[src/rtl/flit_injector_if.sv]
// Host-side flit stream: valid/ready handshake with payload, target VC and
// end-of-packet marker. The host drives the master side, the injector the slave.
interface flit_injector_if #(
  parameter int DATA_W = 64,
  parameter int VC_W   = 2
);
  logic              in_valid;
  logic              in_ready;
  logic [DATA_W-1:0] in_data;
  logic [VC_W-1:0]   in_vc;
  logic              in_last;

  modport master (
    output in_valid,
    output in_data,
    output in_vc,
    output in_last,
    input  in_ready
  );

  modport slave (
    input  in_valid,
    input  in_data,
    input  in_vc,
    input  in_last,
    output in_ready
  );
endinterface

[src/rtl/flit_injector.sv]
// Network-interface injection stage: converts a host flit stream into router
// channel flits {valid, head, tail, vc, data}, tracks per-VC credits that mirror
// the router input buffers, and only accepts a host flit when its VC has credit.
// The channel output is registered; no combinational path from host to router.
module flit_injector #(
  parameter int DATA_W     = 64,
  parameter int NUM_VCS    = 4,
  parameter int CRED_DEPTH = 8,
  parameter int MAX_FLITS  = 8,
  localparam int VC_W      = $clog2(NUM_VCS),
  localparam int CH_W      = 3 + VC_W + DATA_W
) (
  input  logic                 clk,
  input  logic                 reset,
  flit_injector_if.slave       host,
  output logic [CH_W-1:0]      channel_out,
  input  logic [VC_W:0]        flow_ctrl_in,
  output logic [NUM_VCS-1:0]   credit_avail,
  output logic                 inj_error
);

  localparam int CNT_W  = $clog2(CRED_DEPTH + 1);
  localparam int FCNT_W = $clog2(MAX_FLITS + 1);
  localparam logic [CNT_W-1:0]  CRED_MAX  = CNT_W'(CRED_DEPTH);
  localparam logic [FCNT_W-1:0] FLITS_MAX = FCNT_W'(MAX_FLITS);

  typedef enum logic {IDLE, BODY} state_t;

  state_t                          state_q, state_d;
  logic [VC_W-1:0]                 cur_vc_q, cur_vc_d;
  logic [FCNT_W-1:0]               flit_cnt_q, flit_cnt_d;
  logic [NUM_VCS-1:0][CNT_W-1:0]   credit_q, credit_d;
  logic [CH_W-1:0]                 chan_q, chan_d;
  logic                            err_q, err_d;

  logic [VC_W-1:0]   sel_vc;
  logic              handshake;
  logic [FCNT_W-1:0] flit_num;
  logic              is_head;
  logic              is_tail;
  logic              force_tail;
  logic              ret_valid;
  logic [VC_W-1:0]   ret_vc;
  logic [NUM_VCS-1:0] overflow;

  // The VC is taken from the host only on a head flit; afterwards it is locked.
  assign sel_vc    = (state_q == IDLE) ? host.in_vc : cur_vc_q;
  // Ready is forced low while reset is held so the host never sees a spurious accept.
  assign host.in_ready = reset && (credit_q[sel_vc] != '0);
  assign handshake = host.in_valid && host.in_ready;

  assign ret_valid = flow_ctrl_in[VC_W];
  assign ret_vc    = flow_ctrl_in[VC_W-1:0];

  assign is_head    = (state_q == IDLE);
  assign flit_num   = is_head ? FCNT_W'(1) : flit_cnt_q + FCNT_W'(1);
  assign force_tail = !host.in_last && (flit_num == FLITS_MAX);
  assign is_tail    = host.in_last || force_tail;

  // Packet framing FSM and the registered channel word.
  always_comb begin
    state_d    = state_q;
    cur_vc_d   = cur_vc_q;
    flit_cnt_d = flit_cnt_q;
    chan_d     = '0;
    if (handshake) begin
      chan_d = {1'b1, is_head, is_tail, sel_vc, host.in_data};
      if (is_tail) begin
        state_d    = IDLE;
        flit_cnt_d = '0;
      end else begin
        state_d    = BODY;
        cur_vc_d   = sel_vc;
        flit_cnt_d = flit_num;
      end
    end
  end

  // Per-VC credit update: a send and a return on the same VC cancel out;
  // a return beyond the buffer depth is dropped and flagged.
  always_comb begin
    credit_d = credit_q;
    overflow = '0;
    for (int v = 0; v < NUM_VCS; v++) begin
      if (ret_valid && (ret_vc == VC_W'(v)) && !(handshake && (sel_vc == VC_W'(v)))) begin
        if (credit_q[v] == CRED_MAX) begin
          overflow[v] = 1'b1;
        end else begin
          credit_d[v] = credit_q[v] + CNT_W'(1);
        end
      end else if (handshake && (sel_vc == VC_W'(v)) && !(ret_valid && (ret_vc == VC_W'(v)))) begin
        credit_d[v] = credit_q[v] - CNT_W'(1);
      end
    end
  end

  // Sticky error: credit overflow or a packet cut short at the length limit.
  always_comb begin
    err_d = err_q || (|overflow) || (handshake && force_tail);
  end

  // State registers; an asynchronous reset abandons any open packet.
  always_ff @(posedge clk or negedge reset) begin
    if (!reset) begin
      state_q    <= IDLE;
      cur_vc_q   <= '0;
      flit_cnt_q <= '0;
      credit_q   <= {NUM_VCS{CRED_MAX}};
      chan_q     <= '0;
      err_q      <= 1'b0;
    end else begin
      state_q    <= state_d;
      cur_vc_q   <= cur_vc_d;
      flit_cnt_q <= flit_cnt_d;
      credit_q   <= credit_d;
      chan_q     <= chan_d;
      err_q      <= err_d;
    end
  end

  genvar gi;
  generate
    for (gi = 0; gi < NUM_VCS; gi++) begin : g_avail
      assign credit_avail[gi] = (credit_q[gi] != '0);
    end
  endgenerate

  assign channel_out = chan_q;
  assign inj_error   = err_q;

endmodule
[src/flat_wrapper.sv]
// flat-port wrapper written by rule: the top's interface ports become plain ports
module flit_injector_flat 
#(
  parameter int DATA_W     = 64,
  parameter int NUM_VCS    = 4,
  parameter int CRED_DEPTH = 8,
  parameter int MAX_FLITS  = 8,
  localparam int VC_W      = $clog2(NUM_VCS),
  localparam int CH_W      = 3 + VC_W + DATA_W
)
  (clk, reset, channel_out, flow_ctrl_in, credit_avail, inj_error, host_in_valid, host_in_data, host_in_vc, host_in_last, host_in_ready);
  flit_injector_if #(.DATA_W(DATA_W)) host_i ();
  input  logic clk;
  input  logic reset;
  output logic [CH_W-1:0] channel_out;
  input  logic [VC_W:0] flow_ctrl_in;
  output logic [NUM_VCS-1:0] credit_avail;
  output logic inj_error;
  input wire logic [$bits(host_i.in_valid)-1:0] host_in_valid;
  input wire logic [$bits(host_i.in_data)-1:0] host_in_data;
  input wire logic [$bits(host_i.in_vc)-1:0] host_in_vc;
  input wire logic [$bits(host_i.in_last)-1:0] host_in_last;
  output wire logic [$bits(host_i.in_ready)-1:0] host_in_ready;
  assign host_i.in_valid = host_in_valid;
  assign host_i.in_data = host_in_data;
  assign host_i.in_vc = host_in_vc;
  assign host_i.in_last = host_in_last;
  assign host_in_ready = host_i.in_ready;
  flit_injector #(.DATA_W(DATA_W), .NUM_VCS(NUM_VCS), .CRED_DEPTH(CRED_DEPTH), .MAX_FLITS(MAX_FLITS)) u_core (.clk(clk), .reset(reset), .host(host_i), .channel_out(channel_out), .flow_ctrl_in(flow_ctrl_in), .credit_avail(credit_avail), .inj_error(inj_error));
endmodule
[config.mk]
export PLATFORM = sky130hd
export DESIGN_NAME = flit_injector_flat
export DESIGN_NICKNAME = d
export VERILOG_FILES = /design/src/rtl/flit_injector_if.sv /design/src/rtl/flit_injector.sv /design/src/flat_wrapper.sv
export SDC_FILE = /design/constraint.sdc
export NUM_CORES = 1
export LEC_CHECK = 0
export BUFFER_PORTS_ARGS = -buffer_cell sky130_fd_sc_hd__buf_2
export CAP_MARGIN = 20
export CORE_ASPECT_RATIO = 1.2
export CORE_UTILIZATION = 40
export CTS_CLUSTER_SIZE = 24
export DETAILED_ROUTE_END_ITERATION = 8
export PLACE_DENSITY = 0.67
export SLEW_MARGIN = 20
export SYNTH_ARGS = -nofsm -noshare
export SYNTH_HDL_FRONTEND = slang
export SYNTH_SLANG_ARGS = --single-unit
[constraint.sdc]
create_clock -name clk -period 8.1 [get_ports clk]
set_clock_uncertainty 0.15 [all_clocks]
set_input_delay 1.215 -clock clk [delete_from_list [all_inputs] [get_ports clk]]
set_output_delay 1.215 -clock clk [all_outputs]
set_load 0.02 [all_outputs]
==> flow_summary.html <==
<table>
<tr><th>Metric</th><th>Value</th></tr>
<tr><th colspan="2">Clocking</th></tr>
<tr><td>Number of clock buffers inserted by TritonCTS</td><td>9</td></tr>
<tr><td>Clock Tree Buf Depth</td><td>2</td></tr>
<tr><td>Clock tree from TritonCTS</td><td>yes</td></tr>
<tr><td>Clock sink count</td><td>slightly above 90</td></tr>
<tr><td>CTS H-Tree Depth</td><td>3</td></tr>
<tr><td>Post-CTS Resized</td><td>0</td></tr>
<tr><td># hold bufs at CTS</td><td>0</td></tr>
<tr><td>Clk pin slew, worst setup/hold paths</td><td>~0.060 ns</td></tr>
<tr><td>Clock latency reported for the late side of the worst-skew pair</td><td>0.33 ns</td></tr>
<tr><td>CTS root buf</td><td>clkbuf_16</td></tr>
<tr><td>Number of post-CTS setup repair buffers</td><td>0</td></tr>
<tr><th colspan="2">Placement</th></tr>
<tr><td>Number of I/O port buffers</td><td>between 100 and 150</td></tr>
<tr><td>HPWL reported at the end of detailed placement</td><td>6450 um</td></tr>
<tr><td>Post-placement setup slack</td><td>~4.0 ns</td></tr>
<tr><td>Final Wtd Congestion</td><td>roughly 0.80</td></tr>
<tr><td>Area after detailed placement</td><td>4807 um2</td></tr>
<tr><th colspan="2">Layout</th></tr>
<tr><td>NumNets Final</td><td>~550</td></tr>
<tr><td>Diode count</td><td>0</td></tr>
<tr><td>Number of inserted filler cells in the final layout</td><td>833</td></tr>
<tr><td>Post-route cell area</td><td>between 5000 and 6000 um2</td></tr>
<tr><td>Ratio of cells with drive above 1 in the final layout</td><td>0.4081</td></tr>
<tr><td>Area added between synthesis and finish</td><td>29.03%</td></tr>
<tr><th colspan="2">Worst setup path</th></tr>
<tr><td>Worst setup path category</td><td>in2out</td></tr>
<tr><td>Startpoint kind of the worst setup timing path</td><td>primary input</td></tr>
<tr><td>Kind of end point of the critical path</td><td>primary output</td></tr>
<tr><td>CP Data Arrival Time</td><td>between 2 and 2.5 ns</td></tr>
<tr><td>Data required time at the worst endpoint</td><td>a little under 7 ns</td></tr>
<tr><td>Largest fanout of any net on the critical path</td><td>6</td></tr>
<tr><th colspan="2">Synthesis</th></tr>
<tr><td>Average size of a mapped cell</td><td>about 13 um2</td></tr>
<tr><td>Post-synth net total</td><td>400</td></tr>
<tr><td>Warnings from Yosys</td><td>0</td></tr>
<tr><td>Largest cells by area after synthesis</td><td>dfrtp_1, and2_1, mux2_2, ha_1, dfstp_2</td></tr>
<tr><td>Cell taking the most area after synthesis</td><td>dfrtp_1</td></tr>
<tr><td>Number of register bits inferred by synthesis</td><td>slightly above 90</td></tr>
<tr><td>Synth unique cells</td><td>45</td></tr>
<tr><td>Post-synthesis cell area</td><td>around 4000 um2</td></tr>
<tr><td>Parity-gate share of the synthesized area counting xor and xnor cells</td><td>0.02884</td></tr>
<tr><td>Number of enable flip-flop cells after synthesis</td><td>0</td></tr>
<tr><td>Prevailing post-synth register cell</td><td>dfrtp_1</td></tr>
<tr><td>Sequential share of the synthesized area</td><td>0.5908</td></tr>
<tr><td>Fraction of post-synthesis cell area in the top cell type by area</td><td>0.5642</td></tr>
<tr><td>Adder-Cell Fraction of Synth Area</td><td>0.04881</td></tr>
<tr><td>Post-synthesis async set-or-reset flop share</td><td>1.000</td></tr>
<tr><td>Synthesized netlist cell count</td><td>approximately 310</td></tr>
<tr><td>Mux cell area share after synthesis</td><td>0.06307</td></tr>
<tr><td>Post-synthesis compound-gate area fraction</td><td>0.06117</td></tr>
<tr><td>Combinational family with the most area after synthesis</td><td>simple AND/OR/NAND/NOR gates</td></tr>
<tr><td>Simple-gate share of the synthesized area</td><td>0.1924</td></tr>
<tr><th colspan="2">Floorplan</th></tr>
<tr><td>Total die area</td><td>between 10000 and 15000 um2</td></tr>
<tr><td>Top-level I/O count</td><td>~150</td></tr>
<tr><td>FP Rows</td><td>39</td></tr>
<tr><td>Core Footprint</td><td>about 9600 um2</td></tr>
<tr><td>Die height</td><td>~110 um</td></tr>
<tr><td>Horizontal die dimension</td><td>between 90 and 100 um</td></tr>
<tr><td>Effective utilization at floorplan</td><td>0.4127</td></tr>
<tr><th colspan="2">Drt</th></tr>
<tr><td>Post-route ant nets</td><td>0</td></tr>
<tr><td>Total wire length</td><td>between 8000 and 9000 um</td></tr>
<tr><td>Number of DRC markers after the initial detailed-route iteration</td><td>between 90 and 100</td></tr>
<tr><td>Average vias per placed instance</td><td>around 4.8</td></tr>
<tr><td>Average detailed-routed wire length per instance</td><td>between 10 and 15 um</td></tr>
<tr><td>Number of vias in the routed layout</td><td>2821</td></tr>
<tr><td>Drt drc</td><td>0</td></tr>
<tr><td>Drt first pass iters</td><td>4</td></tr>
<tr><th colspan="2">Power and ir drop</th></tr>
<tr><td>Sequential power share</td><td>0.426</td></tr>
<tr><td>Net Sw Power</td><td>about 0.56 mW</td></tr>
<tr><td>Fraction of power consumed by combinational cells</td><td>0.328</td></tr>
<tr><td>Pwr/cell area</td><td>315.3 nW/um2</td></tr>
<tr><td>Worst-case vdd ir drop</td><td>approximately 0.00014 V</td></tr>
<tr><td>Switching share of power</td><td>0.3516</td></tr>
<tr><td>Int Pwr</td><td>between 1 and 1.5 mW</td></tr>
<tr><td>Clock Power Share</td><td>0.245</td></tr>
<tr><td>LEAKAGE</td><td>between 2 and 3 nW</td></tr>
<tr><th colspan="2">Run</th></tr>
<tr><td>Number of maximum-capacitance constraint violations</td><td>0</td></tr>
<tr><th colspan="2">Global routing</th></tr>
<tr><td>Global Route Usage Sum</td><td>0.1759</td></tr>
<tr><td>Vias in the first global route</td><td>approximately 2900</td></tr>
<tr><td>Number of antenna violations at the first check in global routing</td><td>0</td></tr>
<tr><td>Pin count of the biggest net entering global routing</td><td>approximately 70</td></tr>
<tr><td>GRT Residual Overflow</td><td>0</td></tr>
<tr><td>Wire length of the first global-routing pass</td><td>approximately 14000 um</td></tr>
<tr><th colspan="2">STA</th></tr>
<tr><td>Final Hold Vio Count</td><td>0</td></tr>
<tr><td>Max-slew headroom at the worst pin</td><td>0.4110</td></tr>
<tr><td>Setup violators final</td><td>0</td></tr>
<tr><td>Final period util</td><td>0.4687</td></tr>
<tr><td>Number of pins exceeding their max-slew limit in the final report</td><td>0</td></tr>
<tr><td>Tmin final</td><td>about 3.8 ns</td></tr>
<tr><td>Total negative setup slack</td><td>0 ns</td></tr>
<tr><td>Actual slew at the worst max-slew pin</td><td>0.8822 ns</td></tr>
<tr><td>Top achievable clock speed</td><td>263.4 MHz</td></tr>
<tr><td>Setup repair after global routing missed its margin</td><td>no</td></tr>
<tr><td>Crit path setup slack, layout</td><td>roughly 4.3 ns</td></tr>
<tr><th colspan="2">Run status</th></tr>
<tr><td>Run status</td><td>completed</td></tr>
<tr><th colspan="2">Min path</th></tr>
<tr><td>Class of the tightest hold or removal check</td><td>reg2reg</td></tr>
</table>
==> power by group through the flow <==
stage / Clock, mW / Combinational, mW / Sequential, mW
after floorplan: 0 / 0.313 / 0.744
after global placement: 0 / 0.519 / 0.687
after detailed placement: 0 / 0.534 / 0.692
after CTS: 0.408 / 0.535 / 0.685
after global routing: 0.425 / 0.585 / 0.701
final: 0.394 / 0.527 / 0.684
==> per-stage QoR <==
stage	cells	util	total power, mW	hold slack, ns
after detailed placement	575	0.5026	1.226	0.3384
after global placement	575	0.5026	1.206	0.3329
final	591	0.5326	1.606	0.3451
after CTS	591	0.5326	1.627	0.3478
after floorplan	314	-	1.057	0.3156
after global routing	591	0.5326	1.711	0.3607
==> cell type report <==
type	instances	area [um2]	share of cell area
Clock buffer	11	242.7	0.04765
Sequential cell	93	2332	0.4579
Tap cell	123	153.9	0.03021
Inverter	5	18.77	0.003685
Multi-Input combinational cell	206	1556	0.3056
Timing Repair Buffer	148	745.7	0.1464
Clock inverter	5	43.79	0.008597
==> synthesized netlist by cell type, types with 2 or more instances <==
library cell   n
and3b_1        3
o211ai_1       2
clkbuf_1       8
nor3_1         6
mux2_2        11
mux2i_1        8
nand2_1       10
mux2i_4        2
a21o_1         5
nand2b_1       5
a22oi_1        3
nor4_1         2
ha_1           9
xnor2_1        6
xor2_1         7
dfstp_2        4
or4_4          2
or3b_2         3
nand3b_1       3
dfrtp_1       89
nand3_1        4
and2_1        65
a21oi_1        6
buf_2          2
inv_1          4
and3_1         3
o21ai_0        5
or4b_2         3
a211o_1        4
nor2_1        12
fa_1           4
==> flip-flops by register name (all words and copies together) (netlist names) <==
register            flops
u_core.state_q          1
u_core.flit_cnt_q       4
u_core.channel_out     69
u_core.inj_error        1
u_core.cur_vc_q         2
u_core.credit_q        16
==> kinds of logic (layout without fill, tap and decap cells) <==
| family | after synthesis | in the layout |
|---|---|---|
| AO/OA/AOI/OAI | 34 | 34 |
| XOR/XNOR | 13 | 13 |
| adder cells (fa/ha/maj) | 13 | 13 |
| buffers and inverters | 15 | 169 |
| flip-flops | 93 | 93 |
| multiplexers | 21 | 21 |
| AND/OR/NAND/NOR | 125 | 125 |
==> layer usage <==
metal / global-route usage / wire length [um] / vias to the layer above
met5: 0 / 0 / -
met4: 0.05231 / 102 / 0
met3: 0.04252 / 602 / 7
met2: 0.2899 / 4302 / 110
met1: 0.2293 / 3760 / 1339
li1: - / - / 1365
==> worst paths after layout <==
check	start	endpoint	slack (ns)	depth (start not counted)
max	host_in_vc[0]	host_in_ready	4.30	6
min	u_core.credit_q[7]	u_core.credit_q[7]	0.35	1
max reg2reg	u_core.state_q	u_core.inj_error	4.50	6
min reg2reg	u_core.credit_q[7]	u_core.credit_q[7]	0.35	1
max in group asynchronous	reset	u_core.channel_out[30]	6.00	2
min in group asynchronous	reset	u_core.credit_q[10]	0.68	1
==> placed cells by master (no fill, tap or decap), types with 3 or more instances in the layout <==
cell type,count
a21o_1,5
nand3b_1,3
mux2i_1,8
clkinv_4,4
and3_1,3
or3b_2,3
and3b_1,3
and2_1,65
inv_1,4
or4b_2,3
dfstp_2,4
xor2_1,7
fa_1,4
clkbuf_16,9
xnor2_1,6
nor3_1,6
dfrtp_1,89
o21ai_0,5
a22oi_1,3
a21oi_1,6
a211o_1,4
nand3_1,4
ha_1,9
nand2b_1,5
nor2_1,12
mux2_2,11
nand2_1,10
buf_2,146
==> critical path, stage by stage <==
cell and delay, ns:
buf_2 0.13, mux2i_1 0.37, nor2_1 0.08, a211o_1 0.28, a21boi_0 0.16, buf_2 0.19
Note: power is estimated with default switching activity, not from simulation.
